===== config.mk =====
export PLATFORM = sky130hd
export DESIGN_NAME = uart_word_tx
export DESIGN_NICKNAME = d
export VERILOG_FILES = /design/src/rtl/uart_word_tx.sv
export SDC_FILE = /design/constraint.sdc
export NUM_CORES = 1
export LEC_CHECK = 0
export BUFFER_PORTS_ARGS = -buffer_cell sky130_fd_sc_hd__clkbuf_2
export CORE_UTILIZATION = 50
export CTS_CLUSTER_SIZE = 25
export DETAILED_ROUTE_END_ITERATION = 7
export HOLD_SLACK_MARGIN = 0.12
export MAX_ROUTING_LAYER = met4
export PLACE_DENSITY = 0.77
export SKIP_LAST_GASP = 1
export SYNTH_ARGS = -nofsm -noshare
export SYNTH_HDL_FRONTEND = slang
export SYNTH_SLANG_ARGS = --single-unit

===== constraint.sdc =====
create_clock -name clk_i -period 8.68 [get_ports clk_i]
set_clock_uncertainty 0.2 [all_clocks]
set_input_delay 0.868 -clock clk_i [delete_from_list [all_inputs] [get_ports clk_i]]
set_output_delay 0.868 -clock clk_i [all_outputs]
set_load 0.005 [all_outputs]

===== src/rtl/uart_word_tx.sv =====
// uart_word_tx: UART 8N1 transmitter fed by a word FIFO; each 32-bit word goes out as 4 bytes, LSB byte first.
// tx_o is registered; the bit period is latched from clks_per_bit_i at every START entry.
module uart_word_tx #(
    parameter int FifoDepth = 4,
    localparam int CW = $clog2(FifoDepth) + 1
) (
    input  logic          clk_i,
    input  logic          rst_ni,
    input  logic [14:0]   clks_per_bit_i,
    input  logic          word_valid_i,
    output logic          word_ready_o,
    input  logic [31:0]   word_data_i,
    output logic          tx_o,
    output logic          busy_o,
    output logic [CW-1:0] fifo_count_o,
    output logic          byte_done_o,
    output logic          word_done_o
);
    localparam int AW = $clog2(FifoDepth);
    typedef enum logic [1:0] {IDLE, START, DATA, STOP} state_e;
    state_e        state_q, state_d;
    logic [31:0]   mem_q [FifoDepth];
    logic [AW-1:0] wr_q, rd_q;
    logic [CW-1:0] count_q;
    logic [31:0]   word_q, word_d;
    logic [1:0]    byte_q, byte_d;
    logic [2:0]    bit_q, bit_d;
    logic [14:0]   p_q, p_d, baud_q, baud_d, p_new;
    logic          tx_q, tx_d, push, pop, last;

    assign p_new        = (clks_per_bit_i < 15'd2) ? 15'd2 : clks_per_bit_i;
    assign last         = baud_q == p_q - 15'd1;
    assign word_ready_o = count_q != CW'(FifoDepth);
    assign push         = word_valid_i && word_ready_o;
    assign tx_o         = tx_q;
    assign busy_o       = state_q != IDLE;
    assign fifo_count_o = count_q;

    always_comb begin
        state_d     = state_q;
        word_d      = word_q;
        byte_d      = byte_q;
        bit_d       = bit_q;
        p_d         = p_q;
        baud_d      = last ? '0 : baud_q + 15'd1;
        byte_done_o = 1'b0;
        word_done_o = 1'b0;
        case (state_q)
            START: if (last) begin
                state_d = DATA;
                bit_d   = '0;
            end
            DATA: if (last) begin
                bit_d = bit_q + 3'd1;
                if (bit_q == 3'd7) state_d = STOP;
            end
            STOP: if (last) begin
                byte_done_o = 1'b1;
                word_done_o = byte_q == 2'd3;
                state_d     = IDLE;
                if (byte_q != 2'd3) begin
                    byte_d  = byte_q + 2'd1;
                    p_d     = p_new;
                    state_d = START;
                end
            end
            default: ;
        endcase
        // a new word starts from IDLE or straight out of the final STOP bit, with no gap
        pop = (count_q != '0) && (state_q == IDLE || word_done_o);
        if (pop) begin
            word_d  = mem_q[rd_q];
            byte_d  = '0;
            p_d     = p_new;
            baud_d  = '0;
            state_d = START;
        end
        tx_d = (state_d == START) ? 1'b0 : (state_d == DATA) ? word_d[{byte_d, bit_d}] : 1'b1;
    end

    always_ff @(posedge clk_i or negedge rst_ni) begin
        if (!rst_ni) begin
            state_q <= IDLE;
            word_q  <= '0;
            byte_q  <= '0;
            bit_q   <= '0;
            p_q     <= 15'd2;
            baud_q  <= '0;
            tx_q    <= 1'b1;
            wr_q    <= '0;
            rd_q    <= '0;
            count_q <= '0;
        end else begin
            state_q <= state_d;
            word_q  <= word_d;
            byte_q  <= byte_d;
            bit_q   <= bit_d;
            p_q     <= p_d;
            baud_q  <= baud_d;
            tx_q    <= tx_d;
            if (push) wr_q <= wr_q + 1'b1;
            if (pop) rd_q <= rd_q + 1'b1;
            count_q <= count_q + CW'(push) - CW'(pop);
        end
    end

    always_ff @(posedge clk_i) begin
        if (push) mem_q[wr_q] <= word_data_i;
    end
endmodule


==> run_results.csv <==
group,metric,value,unit
setup_path,crit_type,"reg -> reg",
setup_path,worstPathRequired,8.93,ns
layout,n_antenna_cell,0,
clocking,clock_latency,0.52,ns
timing,holdWs,0.311,ns
status,violations,"DRC",
timing,max_freq,195,MHz
setup_path,r2r-start,"p_q[0]",
yosys,syn_nets,711,
pwr,p_per_area,356,mW/mm2
setup_path,reg2regPathDepth,22,
setup_path,crit_path_start_kind,"flop",
setup_path,worstPathArrival,5.38,ns
setup_path,path_max_fanout,33,
yosys,syn-cell-area,0.00933,mm2
clocking,cts-resized-gates,0,
yosys,synth_cell_types,67,
placed_design,place_area,0.00984,mm2
yosys,synth-xor-area-share,3.57,%
placed_design,port_buffers,57,
clocking,postCtsSetupBuffers,0,
pwr,total_power,3770,uW
clocking,ctsRootBufferMaster,"clkbuf_16",
detailed_routing,detail_route.wirelength,18.4,mm
timing,fin_crit,5.13,ns
yosys,ys_warn_count,0,
yosys,synth_fa_ha_area_share,2.36,%
clocking,postCtsHoldBufs,0,
pwr,worst_ir_drop_vdd,0.207,mV
timing,fin_tns_setup,0,ns
setup_path,r2r_slack,3.55,ns
die,num_rows,49,
setup_path,r2r_end,"tx_o",
detailed_routing,ant_nets,0,
detailed_routing,drt_iter0_markers,434,
detailed_routing,viasPerCell,5.87,
detailed_routing,wl_per_cell,19.3,um
global_route,gr-total-overflow,0,
status,outcome,"finished with violations",
yosys,synth_top_cells_by_count,"edfxtp_1 (128), dfrtp_1 (75), nand2_1 (59), mux2_2 (45), mux4_2 (32)",
setup_path,cp-end-kind,"flop",
layout,area_delta_synth_final,13.4,%
detailed_routing,firstDrtPassIters,7,
placed_design,dp_hpwl,12.0,mm
layout,drive_gt1_share,27.2,%
die,dieArea,0.0192,mm2
die,ios,58,
clocking,cts_buffers,23,
global_route,grt_pass1_vias,5841,
yosys,synth_compound_area_share,5.28,%
yosys,synthTopCellsByArea,"edfxtp_1 (41%), dfrtp_1 (20%), mux4_2 (7.7%), mux2_2 (5.4%), nand2_1 (2.4%)",
global_route,grt_pass1_wl,30.2,mm
pwr,power_leakage,0.00411,uW
timing,final_max_slew_viol_count,0,
clocking,cts_tree,"done",
layout,nets,773,
min_path,hold_class,"in -> async",
timing,rsz0062_at_grt,"no",
die,start_util,51.4,%
die,fp.dieH,139,um
yosys,synth_most_common_cell,"edfxtp_1",
yosys,ys_ff_latch,205,
timing,hold_viol,0,
yosys,syn_inst,644,
yosys,ys_seq_area_share,61.9,%
yosys,yosys.area_share.simple,9.52,%
die,die_x,139,um
timing,min_period_over_period,59.1,%
clocking,h-tree-depth,1,
global_route,antenna_found_initial,0,
timing,finalSetupViolations,0,
yosys,yosysTopAreaCell,"edfxtp_1",
yosys,yosys_most_used_dff,"edfxtp_1",
run,maxCapViolCount,0,
yosys,synth_top_cell_area_share,41.2,%
yosys,synth_top_family_by_area,"multiplexers",
yosys,synth.avg_cell_area,14.5,um2
clocking,clk_pin_slew_worst_paths,0.06,ns
detailed_routing,dr_total_vias,5592,
global_route,grt_max_degree,78,
yosys,synthMuxAreaShare,15.2,%
die,core,0.0181,mm2
detailed_routing,drc,8,
global_route,track_usage,20.6,%
clocking,clkSinkCount,205,
yosys,async_flop_share,37.6,%
clocking,clk_path_buf_depth,3,
layout,final_area,0.0106,mm2
timing,slew_headroom,34.4,%
timing,tightest_slew,0.984,ns
yosys,synth_edf_count,128,
placed_design,place_congestion,0.894,
## per-stage QoR
step	worst slack [ns]	cells	utilization, %
after detailed placement	3.62	910	54.2
final	3.55	952	58.3
after global routing	3.08	952	58.3
after CTS	3.60	952	58.3
after global placement	3.85	910	54.2
after floorplan	4.39	644	-
## per-layer routing
metal / global-route usage, % / up-vias / share of wire (%)
met5: - / - / 0
met4: 7.92 / 0 / 3.4
met3: 3.11 / 43 / 3.9
met2: 35.4 / 146 / 52
met1: 24.7 / 2835 / 41
li1: - / 2568 / -
## critical path, cell delays in order, from the launching register on
cell and delay [ns]:
dfrtp_1 0.44, inv_1 0.10, ha_1 0.25, or3b_4 0.45, nor4_2 0.22, o21ai_1 0.17
a221o_1 0.40, nor4_4 0.28, inv_1 0.11, ha_1 0.28, inv_1 0.03, a22oi_1 0.14
a21o_1 0.14, buf_4 0.35, inv_1 0.40, nand2_1 0.17, nand3_1 0.08, mux2i_1 0.17
a21oi_1 0.06, mux2i_1 0.18, a221oi_2 0.08, nor4b_2 0.27, nor3_1 0.08
## power by group
part / switching (uW) / internal [uW]
Sequential: 189 / 1330
Combinational: 706 / 607
Clock: 387 / 552
## cell families after synthesis
family,after synthesis
multiplexers,96
buffers and inverters,50
AND/OR/NAND/NOR,169
flip-flops,205
XOR/XNOR,38
AO/OA/AOI/OAI,69
adder cells (fa/ha/maj),17
## flip-flops by register name (all words and copies together), names as in the netlist
signal and cells:
tx_o 1, rd_q 2, wr_q 2, byte_q 2, state_q 2, bit_q 3, word_q 32, p_q 15
fifo_count_o 3, mem_q 128, baud_q 15
## cells in the final DEF (no fill, tap or decap), types with 3 or more instances in the layout
master and instances:
nand3_1 22, o211ai_1 3, edfxtp_1 128, clkbuf_16 23
ha_1 16, nor3_1 5, mux4_2 32, mux2_2 45
a211oi_1 4, clkbuf_1 7, and3_1 12, nor4_1 6
xnor2_1 18, a21o_1 3, clkinv_2 3, inv_1 21
clkbuf_2 56, mux2i_1 19, o21ai_0 11, nor2_1 28
o22ai_1 3, and2_1 3, buf_4 8, o221ai_1 7
clkbuf_8 3, a31oi_1 3, nand4_1 10, nand2_1 59
a21oi_1 16, xor2_1 20, dfrtp_1 74, or3_1 4
## worst max-delay path by stage
stage | slack, ns | depth (start not counted) | start | end
6_report | 3.55 | 22 | p_q[0] | tx_o
5_1_grt | 3.08 | 22 | p_q[0] | tx_o
4_1_cts | 3.60 | 22 | p_q[0] | tx_o
3_5_place_dp | 3.62 | 22 | p_q[0] | tx_o
3_3_place_gp | 3.85 | 22 | p_q[0] | tx_o
2_1_floorplan | 4.39 | 19 | p_q[0] | tx_o
## area by class of cell
cell class,instances,area (um2)
well taps,229,287
fillers,1385,7570
inverters,23,86.3
repair buffers,64,340
clock buffers,33,643
flip-flops and latches,205,5770
multi-input cells,389,3350
clock inverters,9,97.6
Note: power is estimated with default switching activity, not from simulation.
